[src/rtl/fpsr_vga_pkg.sv]
// Shared VGA definitions: colour constants, counter width, sync bundle and
// the overflow-safe box test used for on-screen squares.
package fpsr_vga_pkg;

  localparam int CW_DEF = 12;
  localparam int HVW    = 10;

  localparam logic [CW_DEF-1:0] WHITE = 12'hFFF;
  localparam logic [CW_DEF-1:0] BLACK = 12'h000;
  localparam logic [CW_DEF-1:0] GREEN = 12'h0F0;
  localparam logic [CW_DEF-1:0] BLUE  = 12'h00F;

  typedef struct packed {
    logic hs;
    logic vs;
    logic br;
  } sync_t;

  // Syncs are active-low, so the idle bundle keeps them high and blanks.
  localparam sync_t SYNC_IDLE = '{hs: 1'b1, vs: 1'b1, br: 1'b0};

  // One extra bit keeps org+size from wrapping back onto small positions.
  function automatic logic in_box(input logic [HVW-1:0] pos,
                                  input logic [HVW-1:0] org,
                                  input int unsigned    size);
    logic [HVW:0] p;
    logic [HVW:0] lo;
    logic [HVW:0] hi;
    p  = {1'b0, pos};
    lo = {1'b0, org};
    hi = lo + size[HVW:0];
    return (p >= lo) && (p < hi);
  endfunction

endpackage

[src/rtl/vga_layer_compositor_if.sv]
// Raw timing from the display controller in, aligned pins out to the connector.
interface vga_layer_compositor_if #(
  parameter int CW = 12
);
  logic                          pix_en;
  logic [fpsr_vga_pkg::HVW-1:0]  hc;
  logic [fpsr_vga_pkg::HVW-1:0]  vc;
  logic                          hSync_in;
  logic                          vSync_in;
  logic                          bright_in;
  logic                          hSync;
  logic                          vSync;
  logic                          bright;
  logic [CW/3-1:0]               vgaR;
  logic [CW/3-1:0]               vgaG;
  logic [CW/3-1:0]               vgaB;

  modport master (
    output pix_en, hc, vc, hSync_in, vSync_in, bright_in,
    input  hSync, vSync, bright, vgaR, vgaG, vgaB
  );

  modport slave (
    input  pix_en, hc, vc, hSync_in, vSync_in, bright_in,
    output hSync, vSync, bright, vgaR, vgaG, vgaB
  );
endinterface

[src/rtl/vga_layer_prio_enc.sv]
// Highest-set-bit select of a colour and its index; index N and dflt_rgb
// are returned when nothing is selected.
module vga_layer_prio_enc #(
  parameter int N  = 12,
  parameter int CW = 12,
  parameter int IW = $clog2(N + 1)
) (
  input  logic [N-1:0]    sel,
  input  logic [N*CW-1:0] rgb_vec,
  input  logic [CW-1:0]   dflt_rgb,
  output logic [CW-1:0]   sel_rgb,
  output logic [IW-1:0]   sel_idx
);

  always_comb begin
    sel_rgb = dflt_rgb;
    sel_idx = IW'(N);
    for (int i = 0; i < N; i++) begin
      if (sel[i]) begin
        sel_rgb = rgb_vec[i*CW +: CW];
        sel_idx = IW'(i);
      end
    end
  end

endmodule

[src/rtl/vga_layer_compositor.sv]
// Priority compositor of sprite layers over a background with blinking
// indicator squares on top; two pix_en-qualified stages to the VGA pins.
module vga_layer_compositor
  import fpsr_vga_pkg::*;
#(
  parameter int N_LAYERS   = 12,
  parameter int CW         = 12,
  parameter int N_IND      = 2,
  parameter int IND_SIZE   = 20,
  parameter int BLINK_LOG2 = 5,
  parameter int TLW        = $clog2(N_LAYERS + 1)
) (
  input  logic                    ClkPort,
  input  logic                    Reset,
  vga_layer_compositor_if.slave   vga,
  input  logic [CW-1:0]           bg_rgb,
  input  logic [N_LAYERS*CW-1:0]  layer_rgb,
  input  logic [N_LAYERS-1:0]     layer_en_req,
  input  logic [N_IND-1:0]        ind_on,
  input  logic [N_IND-1:0]        ind_blink,
  input  logic [N_IND*HVW-1:0]    ind_x,
  input  logic [N_IND*HVW-1:0]    ind_y,
  input  logic [N_IND*CW-1:0]     ind_rgb,
  output logic [TLW-1:0]          top_layer,
  output logic                    frame_start
);

  localparam int CC  = CW / 3;
  localparam int IIW = $clog2(N_IND + 1);

  function automatic logic [CW-1:0] blank_rgb(input logic [CW-1:0] rgb,
                                               input logic          br);
    return br ? rgb : '0;
  endfunction

  logic                  frame_go;
  logic [N_LAYERS-1:0]   en_shadow;
  logic [N_LAYERS-1:0]   en_eff;
  logic [BLINK_LOG2-1:0] frame_cnt;
  logic [N_LAYERS-1:0]   opaque;
  logic [CW-1:0]         win_rgb;
  logic [TLW-1:0]        win_idx;
  logic [N_IND-1:0]      ind_hit;

  assign frame_go = vga.pix_en && (vga.hc == '0) && (vga.vc == '0);

  always_ff @(posedge ClkPort) begin
    if (!Reset) begin
      en_shadow   <= '1;
      frame_cnt   <= '0;
      frame_start <= 1'b0;
    end else begin
      frame_start <= frame_go;
      if (frame_go) begin
        en_shadow <= layer_en_req;
        frame_cnt <= frame_cnt + 1'b1;
      end
    end
  end

  // Pixel (0,0) already belongs to the new frame, so it sees the new enables.
  assign en_eff = frame_go ? layer_en_req : en_shadow;

  always_comb begin
    opaque = '0;
    for (int i = 0; i < N_LAYERS; i++) begin
      opaque[i] = en_eff[i] && (layer_rgb[i*CW +: CW] != bg_rgb);
    end
  end

  vga_layer_prio_enc #(
    .N  (N_LAYERS),
    .CW (CW),
    .IW (TLW)
  ) u_layer_enc (
    .sel      (opaque),
    .rgb_vec  (layer_rgb),
    .dflt_rgb (bg_rgb),
    .sel_rgb  (win_rgb),
    .sel_idx  (win_idx)
  );

  always_comb begin
    ind_hit = '0;
    for (int k = 0; k < N_IND; k++) begin
      ind_hit[k] = ind_on[k]
                && in_box(vga.hc, ind_x[k*HVW +: HVW], IND_SIZE)
                && in_box(vga.vc, ind_y[k*HVW +: HVW], IND_SIZE)
                && (!ind_blink[k] || frame_cnt[BLINK_LOG2-1]);
    end
  end

  // ---- stage 1: layer winner, indicator hits, raw syncs ----
  logic [CW-1:0]    col_p1;
  logic [TLW-1:0]   idx_p1;
  logic [N_IND-1:0] hit_p1;
  sync_t            sync_p1;

  always_ff @(posedge ClkPort) begin
    if (!Reset) begin
      col_p1  <= '0;
      idx_p1  <= TLW'(N_LAYERS);
      hit_p1  <= '0;
      sync_p1 <= SYNC_IDLE;
    end else if (vga.pix_en) begin
      col_p1  <= win_rgb;
      idx_p1  <= win_idx;
      hit_p1  <= ind_hit;
      sync_p1 <= '{hs: vga.hSync_in, vs: vga.vSync_in, br: vga.bright_in};
    end
  end

  logic [CW-1:0]  ind_sel_rgb;
  logic [IIW-1:0] ind_idx;
  logic [CW-1:0]  mix_rgb;

  vga_layer_prio_enc #(
    .N  (N_IND),
    .CW (CW),
    .IW (IIW)
  ) u_ind_enc (
    .sel      (hit_p1),
    .rgb_vec  (ind_rgb),
    .dflt_rgb ('0),
    .sel_rgb  (ind_sel_rgb),
    .sel_idx  (ind_idx)
  );

  assign mix_rgb = (ind_idx != IIW'(N_IND)) ? ind_sel_rgb : col_p1;

  // ---- stage 2: indicator override and blanking to the pins ----
  logic [CW-1:0]  rgb_p2;
  logic [TLW-1:0] idx_p2;
  sync_t          sync_p2;

  always_ff @(posedge ClkPort) begin
    if (!Reset) begin
      rgb_p2  <= '0;
      idx_p2  <= TLW'(N_LAYERS);
      sync_p2 <= SYNC_IDLE;
    end else if (vga.pix_en) begin
      rgb_p2  <= blank_rgb(mix_rgb, sync_p1.br);
      idx_p2  <= idx_p1;
      sync_p2 <= sync_p1;
    end
  end

  assign vga.vgaR   = rgb_p2[CW-1 -: CC];
  assign vga.vgaG   = rgb_p2[2*CC-1 -: CC];
  assign vga.vgaB   = rgb_p2[CC-1:0];
  assign vga.hSync  = sync_p2.hs;
  assign vga.vSync  = sync_p2.vs;
  assign vga.bright = sync_p2.br;
  assign top_layer  = idx_p2;

endmodule
[src/flat_wrapper.sv]
// flat-port wrapper written by rule: the top's interface ports become plain ports
module vga_layer_compositor_flat import fpsr_vga_pkg::*;
#(
  parameter int N_LAYERS   = 12,
  parameter int CW         = 12,
  parameter int N_IND      = 2,
  parameter int IND_SIZE   = 20,
  parameter int BLINK_LOG2 = 5,
  parameter int TLW        = $clog2(N_LAYERS + 1)
)
  (ClkPort, Reset, bg_rgb, layer_rgb, layer_en_req, ind_on, ind_blink, ind_x, ind_y, ind_rgb, top_layer, frame_start, vga_pix_en, vga_hc, vga_vc, vga_hSync_in, vga_vSync_in, vga_bright_in, vga_hSync, vga_vSync, vga_bright, vga_vgaR, vga_vgaG, vga_vgaB);
  vga_layer_compositor_if #(.CW(CW)) vga_i ();
  input  logic ClkPort;
  input  logic Reset;
  input  logic [CW-1:0] bg_rgb;
  input  logic [N_LAYERS*CW-1:0] layer_rgb;
  input  logic [N_LAYERS-1:0] layer_en_req;
  input  logic [N_IND-1:0] ind_on;
  input  logic [N_IND-1:0] ind_blink;
  input  logic [N_IND*HVW-1:0] ind_x;
  input  logic [N_IND*HVW-1:0] ind_y;
  input  logic [N_IND*CW-1:0] ind_rgb;
  output logic [TLW-1:0] top_layer;
  output logic frame_start;
  input wire logic [$bits(vga_i.pix_en)-1:0] vga_pix_en;
  input wire logic [$bits(vga_i.hc)-1:0] vga_hc;
  input wire logic [$bits(vga_i.vc)-1:0] vga_vc;
  input wire logic [$bits(vga_i.hSync_in)-1:0] vga_hSync_in;
  input wire logic [$bits(vga_i.vSync_in)-1:0] vga_vSync_in;
  input wire logic [$bits(vga_i.bright_in)-1:0] vga_bright_in;
  output wire logic [$bits(vga_i.hSync)-1:0] vga_hSync;
  output wire logic [$bits(vga_i.vSync)-1:0] vga_vSync;
  output wire logic [$bits(vga_i.bright)-1:0] vga_bright;
  output wire logic [$bits(vga_i.vgaR)-1:0] vga_vgaR;
  output wire logic [$bits(vga_i.vgaG)-1:0] vga_vgaG;
  output wire logic [$bits(vga_i.vgaB)-1:0] vga_vgaB;
  assign vga_i.pix_en = vga_pix_en;
  assign vga_i.hc = vga_hc;
  assign vga_i.vc = vga_vc;
  assign vga_i.hSync_in = vga_hSync_in;
  assign vga_i.vSync_in = vga_vSync_in;
  assign vga_i.bright_in = vga_bright_in;
  assign vga_hSync = vga_i.hSync;
  assign vga_vSync = vga_i.vSync;
  assign vga_bright = vga_i.bright;
  assign vga_vgaR = vga_i.vgaR;
  assign vga_vgaG = vga_i.vgaG;
  assign vga_vgaB = vga_i.vgaB;
  vga_layer_compositor #(.N_LAYERS(N_LAYERS), .CW(CW), .N_IND(N_IND), .IND_SIZE(IND_SIZE), .BLINK_LOG2(BLINK_LOG2), .TLW(TLW)) u_core (.ClkPort(ClkPort), .Reset(Reset), .vga(vga_i), .bg_rgb(bg_rgb), .layer_rgb(layer_rgb), .layer_en_req(layer_en_req), .ind_on(ind_on), .ind_blink(ind_blink), .ind_x(ind_x), .ind_y(ind_y), .ind_rgb(ind_rgb), .top_layer(top_layer), .frame_start(frame_start));
endmodule
[config.mk]
export PLATFORM = sky130hd
export DESIGN_NAME = vga_layer_compositor_flat
export DESIGN_NICKNAME = d
export VERILOG_FILES = /design/src/rtl/fpsr_vga_pkg.sv /design/src/rtl/vga_layer_compositor_if.sv /design/src/rtl/vga_layer_prio_enc.sv /design/src/rtl/vga_layer_compositor.sv /design/src/flat_wrapper.sv
export SDC_FILE = /design/constraint.sdc
export NUM_CORES = 1
export LEC_CHECK = 0
export CORE_MARGIN = 2
export CORE_UTILIZATION = 46
export CTS_BUF_LIST = sky130_fd_sc_hd__clkbuf_4 sky130_fd_sc_hd__clkbuf_8 sky130_fd_sc_hd__clkbuf_16
export CTS_CLUSTER_SIZE = 40
export DETAILED_ROUTE_END_ITERATION = 8
export PLACE_DENSITY = 0.8
export SLEW_MARGIN = 10
export SYNTH_ARGS = -nofsm -noshare
export SYNTH_HDL_FRONTEND = slang
export SYNTH_HIERARCHICAL = 1
export SYNTH_SLANG_ARGS = --single-unit
[constraint.sdc]
create_clock -name ClkPort -period 6.13 [get_ports ClkPort]
set_input_delay 1.839 -clock ClkPort [delete_from_list [all_inputs] [get_ports ClkPort]]
set_output_delay 1.839 -clock ClkPort [all_outputs]
set_load 0.01 [all_outputs]
# Yosys cells after proc, flatten, opt, wreduce, memory -nomap -nowiden
# Cells that the tools add are included.
[word_totals] regBits=58 input_bits=262 out_inout_bits=20
[classes] addsub=5 order_cmp=8 n_eq_ne=13 muxes=31 n_reduce_logical=30
[op_table] op="$mux W12" n=17
[op_table] op="$ne A12 B12 Y1" n=12
[op_table] op="$mux W4" n=12
[op_table] op="$add A10 B5 Y11 const B" n=4
[op_table] op="$lt A10 B11 Y1" n=4
[op_table] op="$ge A10 B10 Y1" n=4
[op_table] op="$logic_and A1 B1 Y1" n=24
[op_table] op="$logic_not A10 Y1" n=2
[op_table] op="$add A5 B1 Y5 const B" n=1
[op_table] op="$mux W2" n=2
[op_table] op="$logic_not A1 Y1" n=2
[op_table] op="$logic_or A1 B1 Y1" n=2
[op_table] op="$ne A2 B2 Y1 const B" n=1

# Logic depth before layout (Yosys ltp)
# Gate-level depths: netlist of run 1.
[logic_depth] word_depth=17 mapped_depth=15 mapped_depth_nobuf=12

# By module
# Netlist of run 1, hierarchy kept.
[modules_own_cells] mod="vga_layer_compositor" instances=1 cells_each=720 area_per_inst_um2=5987.0
[modules_own_cells] mod="vga_layer_prio_enc at u_core.u_layer_enc" instances=1 cells_each=205 area_per_inst_um2=1331.3
[modules_own_cells] mod="vga_layer_prio_enc at u_core.u_ind_enc" instances=1 cells_each=42 area_per_inst_um2=277.8

# Worst setup path before layout of run 1
# OpenSTA, ideal clock, no wires.
[synth_timing] kind="input port to flip-flop" from="in vga_hc[0]" to="reg u_core.col_p1[2]" setup_ns=0.128 t_arrival_ns=4.717 required_time_ns=6.002 setup_slack_ns=1.285 stages=15 n_path_buf=3 cell_sequence="or4_1 -> or3_4 -> nor3_4 -> buf_12 -> mux2i_1 -> nor2_1 -> buf_6 -> or2_4 -> buf_6 -> a221o_1 -> a21oi_1 -> o31a_1 -> o21ai_1 -> mux2i_1 -> nor2_1"
[synth_rtl] element="from (decl)" line_no="flat_wrapper.sv:26" text="input wire logic [$bits(vga_i.hc)-1:0] vga_hc;"
[synth_rtl] element="$logic_not A10 Y1" line_no="vga_layer_compositor.sv:45" text="assign frame_go = vga.pix_en && (vga.hc == '0) && (vga.vc == '0);"
[synth_rtl] element="$logic_and A1 B1 Y1 (2 in a row)" line_no="vga_layer_compositor.sv:45"
[synth_rtl] element="$mux W12" line_no="vga_layer_compositor.sv:62" text="assign en_eff = frame_go ? layer_en_req : en_shadow;"
[synth_rtl] element="$logic_and A1 B1 Y1" line_no="vga_layer_compositor.sv:67" text="opaque[i] = en_eff[i] && (layer_rgb[i*CW +: CW] != bg_rgb);"
[synth_rtl] element="named net u_core.opaque[5]" line_no="vga_layer_compositor.sv:40" text="logic [N_LAYERS-1:0] opaque;"
[synth_rtl] element="$mux W12 (7 in a row)" line_no="vga_layer_prio_enc.sv:19" text="if (sel[i]) begin"
[synth_rtl] element="named net u_core.win_rgb[2]" line_no="vga_layer_compositor.sv:41" text="logic [CW-1:0] win_rgb;"
[synth_rtl] element="to (signal assigned)" line_no="vga_layer_compositor.sv:106" text="col_p1 <= win_rgb;"
[synth_rtl] element="to (decl)" line_no="vga_layer_compositor.sv:94" text="logic [CW-1:0] col_p1;"
# The timed path passes the listed nets, and every way through them passes these cells.
# A chain may end at the register's enable or synchronous reset.

# Final worst setup path of run 1
[layout_timing] from="in vga_hc[2]" to="reg u_core.col_p1[1]"
[layout_between] elab_chain_len=17
[layout_rtl] element="$logic_not A10 Y1" line_no="vga_layer_compositor.sv:45"
[layout_rtl] element="$logic_and A1 B1 Y1 (2 in a row)" line_no="vga_layer_compositor.sv:45"
[layout_rtl] element="$mux W12" line_no="vga_layer_compositor.sv:62"
[layout_rtl] element="$logic_and A1 B1 Y1" line_no="vga_layer_compositor.sv:67"
[layout_rtl] element="named net u_core.opaque[0]" line_no="vga_layer_compositor.sv:40"
[layout_rtl] element="$mux W12 (12 in a row)" line_no="vga_layer_prio_enc.sv:19"
[layout_rtl] element="named net u_core.win_rgb[1]" line_no="vga_layer_compositor.sv:41"
# The timed path passes the listed nets, and every way through them passes these cells.

==> results.yml, run 1 <==
critical_path:
  start_kind: "input port"
  critical-path-top-delay-family: "simple AND/OR/NAND/NOR gates"
  crit_buf_inv: 2
  end_kind: "flop"
  rrSetupSlack_ns: 3.76
  cp.depth: 14
  critPathArrivalTime_ns: 5.83
  cpPeakStageDelay_ns: 0.53
  cp.required_ns: 6.40
  crit_slowest_cell: "or4_1"
  path_max_fanout: 17
  reg2reg_from: "u_core/en_shadow[0]"
  reg2reg_depth: 9
  reg2reg_to: "u_core/col_p1[1]"
  crit_type: "in -> reg"
  crit_path_cell_trace: "clkdlybuf4s50_1 -> or4_1 -> or3_4 -> nor3_4 -> buf_4 -> mux2i_1 -> nor2_1 -> mux2_2 -> o211ai_1 -> a221oi_1 -> o21ai_0 -> a21oi_1 -> mux2i_1 -> nor2_1"
cts:
  htreeDepth: 3
  clock_path_buffers: 2
  clk_latency_ns: 0.33
  clock_sinks: 58
  numCtsBuffers: 9
  cts_resized: 0
  tritoncts: "built"
  cts.reportedPaths.clkPinSlew_ns: 0.05
  cts_post_setup_buffers_inserted: 0
  cts-root-buf: "clkbuf_16"
  cts_hold_buf: 0
timing:
  fmax_ghz: 0.1800
  setup_viol_count_final: 0
  worstMarginPinSlew_ns: 0.9355
  fin_crit_ns: 5.554
  clock_skew_ns: 0.007691
  rsz0062_at_grt: "false"
  finalCritPeriodShare_pct: 90.61
  finalSetupTns_ns: 0
  final_hold_viol_count: 0
  slew_headroom_pct: 37.44
  drv_slew: 0
grt:
  grt_pass1_vias: 8757
  antenna_found_initial: 1
  grt_overflow_total: 0
  grt_pass1_wl_um: 49660
  grt_max_degree: 34
  grt_use_total_pct: 36.23
run:
  maxCapViolCount: 0
synthesis:
  synthTopCellsByArea: "xnor2_1 (19%), dfxtp_1 (15%), ha_1 (13%)"
  synthArstFlopShare_pct: 0
  ys_types: 60
  synthTopCellsByCount: "xnor2_1 (167), nor2_1 (79), ha_1 (77)"
  yosysSeqAreaShare_pct: 15.29
  synth.most_common_cell: "xnor2_1"
  synth_seq_cells: 58
  ys.flop_type: "dfxtp_1"
  synth_edf_count: 0
  synth_top_area_share_pct: 19.26
  synth.avg_cell_area_um2: 7.855
  synth_largest_area_cell: "xnor2_1"
  synthCells: 967
  syn_area_um2: 7596
  ys_warn_count: 6
status:
  status: "finished, final reports clean"
routing:
  avgViaCountPerCell: 5.924
  antenna_left: 0
  wl_per_cell_um: 22.15
  wl_um: 32600
  drtIter0Drc: 954
  drc_errors: 0
  vias: 8720
  first_pass_iters: 6
power:
  sw_frac_of_total_pct: 29.71
  pwr-share-comb_pct: 38.3
  pwr-share-clk_pct: 35.8
  leakagePower_nw: 4.159
  power.density_nw_per_um2: 138.7
  seqPwrFrac_pct: 25.9
  p_int_w: 0.001071
  vdd_ir_drop_max_mv: 0.1082
  p_sw_w: 0.0004526
placement:
  port_buffers: 281
  dp_hpwl_um: 26740
  gp_congestion: 1.082
  place_area_um2: 10660
floorplan:
  core_um2: 16000
  row_count: 46
  dieArea_um2: 17560
  ios: 282
  fp.dieH_um: 132.5
  initial_utilization_pct: 47.47
  die_w_um: 132.5
layout:
  fillCellCount: 1398
  final_area_um2: 10980
  nets: 1589
  syn2layout_area_growth_pct: 44.61
  drive_gt1_share_pct: 4.542
  fin_util_pct: 68.65
hold_path:
  hold_class: "reg -> reg"
  hold_depth: 2
  hold_start: "u_core/vga.hSync"
  hold_path_end: "u_core/vga.hSync"
==> worst min-delay path, cell delays in order, from the launching register on <==
cell     delay [ns]
dfxtp_1        0.32
mux2i_1        0.06
nand2_1        0.06
==> routing by layer <==
metal / wire length [µm] / GRT usage (%)
met1: 12960 / 44.73
met5: 0 / 0
met2: 15090 / 61.31
met4: 1320 / 14.81
met3: 3230 / 7.586
==> metrics by stage <==
step	power (W)	instances	worst slack, ns	hold slack (ns)
floorplan	0.0006677	978	1.285	0.4382
detailed placement	0.0009697	1455	0.3600	0.4601
global route	0.001596	1472	0.4891	0.4954
global placement	0.0009628	1455	0.3948	0.4500
finish	0.001523	1472	0.5759	0.4724
CTS	0.001520	1471	0.7046	0.4734
==> cells by family (layout without fill, tap and decap cells) <==
logic type | Yosys count | in the layout | synth area share, %
AND/OR/NAND/NOR | 261 | 261 | 17.10
multiplexers | 73 | 73 | 9.718
adder cells (fa/ha/maj) | 77 | 77 | 12.68
AO/OA/AOI/OAI | 219 | 219 | 18.99
other | 1 | 13 | 0.04937
flip-flops | 58 | 58 | 15.29
buffers and inverters | 106 | 383 | 6.342
XOR/XNOR | 172 | 172 | 19.83
==> layout by cell type, fill, tap and decap left out, types with 42 or more instances in the layout <==
master           count
a21oi_1             59
clkdlybuf4s50_1    280
dfxtp_1             58
ha_1                77
inv_1               56
mux2i_1             67
nand2_1             59
nand4_1             42
nor2_1              79
xnor2_1            167
==> power by group through the flow <==
| stage | Sequential, W | Combinational [W] | Clock (W) |
|---|---|---|---|
| 2_1_floorplan | 0.000401 | 0.000267 | 0 |
| 3_3_place_gp | 0.000402 | 0.000561 | 0 |
| 3_5_place_dp | 0.000402 | 0.000568 | 0 |
| 4_1_cts | 0.000394 | 0.000573 | 0.000553 |
| 5_1_grt | 0.000395 | 0.000627 | 0.000574 |
| 6_report | 0.000395 | 0.000584 | 0.000545 |
==> area by class of cell <==
type                            instances  area, µm²  share of cell area (%)
Multi-Input combinational cell        814       5995                   54.57
Timing Repair Buffer                  308       3010                   27.41
Sequential cell                        58       1161                   10.57
Tap cell                              216      270.3                   2.460
Clock buffer                           11      246.5                   2.244
Inverter                               59      221.5                   2.016
Clock inverter                          5      77.57                  0.7062
Antenna cell                            1      2.502                 0.02278
==> registers in the layout, summed over array words and instances (netlist names) <==
signal and flops:
u_core/col_p1 12, u_core/en_shadow 12, u_core/frame_cnt 5, u_core/frame_start 1
u_core/hit_p1 2, u_core/idx_p1 4, u_core/rgb_p2 12, u_core/sync_p1 3
u_core/top_layer 4, u_core/vga.bright 1, u_core/vga.hSync 1, u_core/vga.vSync 1
==> worst max path at each step <==
stage	startpoint	to	slack [ns]
2_1_floorplan	vga_hc[0]	u_core/col_p1[2]	1.29
3_3_place_gp	vga_hc[3]	u_core/col_p1[3]	0.39
3_5_place_dp	vga_hc[2]	u_core/col_p1[3]	0.36
4_1_cts	vga_hc[2]	u_core/col_p1[3]	0.70
5_1_grt	vga_hc[2]	u_core/col_p1[7]	0.49
6_report	vga_hc[2]	u_core/col_p1[1]	0.58
(Power assumes the default switching activity.)
==> inputs of run 2 (changes only) <==
--- a/config.mk
+++ b/config.mk
@@ -5,7 +5,8 @@
 export SDC_FILE = /design/constraint.sdc
 export NUM_CORES = 1
 export LEC_CHECK = 0
-export CORE_MARGIN = 2
+export ABC_CLOCK_PERIOD_IN_PS = 6130
+export CORE_MARGIN = 8
 export CORE_UTILIZATION = 46
 export CTS_BUF_LIST = sky130_fd_sc_hd__clkbuf_4 sky130_fd_sc_hd__clkbuf_8 sky130_fd_sc_hd__clkbuf_16
 export CTS_CLUSTER_SIZE = 40
==> run 2 against run 1 <==
Net effect: first-iteration DRC count is 0.63% lower; clock-buffer cell count down 1; largest cell class unchanged; core utilization is 1.7 points lower; global-route usage fell by 6.0 points; highest routed layer unchanged; non-clock buffer count is 4 lower; sequential share of layout area about the same; cell count increased by 0.14%; critical endpoint is now u_core/col_p1[10]; sequential power about the same.
==> results.yml, run 2 (synthesis gave the netlist of run 1 again) <==
status:
  status: "finished, final reports clean"
layout:
  mostFrequentLayoutCell: "clkdlybuf4s50_1"
  multi_input_area_um2: 5995
  syn2layout_area_growth_pct: 44.08
  fillCellCount: 1465
  seq_area_um2: 1161
  nets: 1585
  reg_top3: "u_core/col_p1 (12), u_core/en_shadow (12), u_core/rgb_p2 (12)"
  drive_gt1_share_pct: 4.237
  mostFrequentLayoutCells: "clkdlybuf4s50_1 (280), xnor2_1 (167), nor2_1 (79), ha_1 (77), mux2i_1 (67)"
cts:
  numCtsBuffers: 9
  clock_path_buffers: 2
  cts-root-buf: "clkbuf_16"
  cts_post_setup_buffers_inserted: 0
  tritoncts: "built"
  cts_resized: 0
  clk_latency_ns: 0.33
  htreeDepth: 3
  clock_sinks: 58
  cts.reportedPaths.clkPinSlew_ns: 0.06
  cts_hold_buf: 0
grt:
  grt_overflow_total: 0
  grt_pass1_wl_um: 48760
  grt_max_degree: 37
  grt_use_total_pct: 30.25
  antenna_found_initial: 2
  grt_pass1_vias: 8646
routing:
  avgViaCountPerCell: 5.826
  first_pass_iters: 6
  drc_errors: 0
  wl_um: 32610
  wl_per_cell_um: 22.12
  antenna_left: 0
  drtIter0Drc: 948
  vias: 8587
timing:
  finalCritPeriodShare_pct: 89.77
  fin_crit_ns: 5.503
  final_hold_viol_count: 0
  setup_viol_count_final: 0
  clock_skew_ns: 0.009280
  rsz0062_at_grt: "false"
  fmax_ghz: 0.1817
  slew_headroom_pct: 29.78
  finalSetupTns_ns: 0
  worstMarginPinSlew_ns: 1.047
  drv_slew: 0
run:
  maxCapViolCount: 0
power:
  vdd_ir_drop_max_mv: 0.1375
  leakagePower_nw: 4.132
  power_w: 0.001478
  power.density_nw_per_um2: 135.1
floorplan:
  fp.dieH_um: 144.5
  row_count: 47
  initial_utilization_pct: 46.46
  ios: 282
  core_um2: 16350
  dieArea_um2: 20880
  die_w_um: 144.5
placement:
  dp_hpwl_um: 27000
  port_buffers: 281
  gp_congestion: 1.126
critical_path:
  rrSetupSlack_ns: 3.68
  start_kind: "input port"
  critPathArrivalTime_ns: 5.74
  end_kind: "flop"
  reg2reg_depth: 10
  crit_type: "in -> reg"
  path_max_fanout: 9
  cp.required_ns: 6.37
  reg2reg_from: "u_core/en_shadow[1]"
  reg2reg_to: "u_core/col_p1[10]"
hold_path:
  hold_class: "reg -> reg"
  hold_path_end: "u_core/sync_p1[1]"
  hold_start: "u_core/sync_p1[1]"
  hold_depth: 2
## run 2: how the worst max path moves through the flow
stage | startpoint | endpoint | depth (start not counted)
final | vga_hc[2] | u_core/col_p1[10] | 14
after global routing | vga_hc[2] | u_core/col_p1[10] | 13
after CTS | vga_hc[3] | u_core/col_p1[10] | 14
after detailed placement | vga_hc[2] | u_core/col_p1[10] | 14
after global placement | vga_hc[2] | u_core/col_p1[10] | 14
after floorplan | vga_hc[0] | u_core/col_p1[2] | 15
## run 2: power by group
group / switching [W] / total, W / internal (W)
clock network: 0.000182 / 0.000507 / 0.000326
registers: 0.00000725 / 0.000395 / 0.000387
logic: 0.000263 / 0.000576 / 0.000313
total: 0.000452 / 0.00148 / 0.00103
## run 2: per-stage QoR
stage / cells / utilization, % / setup WS, ns / hold WS (ns) / instance area [µm²]
after floorplan: 978 / - / 1.285 / 0.4382 / 7637
after global placement: 1455 / 65.04 / 0.4517 / 0.4511 / 10630
after detailed placement: 1455 / 65.04 / 0.3811 / 0.4628 / 10630
after CTS: 1471 / 66.90 / 0.7034 / 0.4774 / 10940
after global routing: 1473 / 66.93 / 0.4506 / 0.4996 / 10940
final: 1474 / 66.94 / 0.6273 / 0.4725 / 10940
## run 2: final cells by class
type	instances	area share [%]
multi-input combinational	814	54.77
timing repair buffer	304	27.23
sequential	58	10.61
tap	220	2.515
clock buffer	10	2.184
inverter	59	2.024
clock inverter	6	0.5945
antenna	3	0.06860
## run 2: critical path: stages
cell and delay (ns):
clkdlybuf4s50_1 0.49, or4_1 0.54, or3_4 0.36, nor3_4 0.26
buf_4 0.21, mux2i_1 0.11, nor2_1 0.33, nor2b_1 0.60
a221o_1 0.26, a21oi_1 0.05, o31a_1 0.28, o221ai_1 0.20
mux2i_1 0.11, nor2_1 0.11
## run 2: layer usage
layer	part of all wire, %	vias to the layer above	GRT usage, %
met4	4.8	0	14.40
met2	45	572	50.14
met3	11	100	7.230
met5	0	-	0
met1	39	3871	36.07
li1	-	4044	-
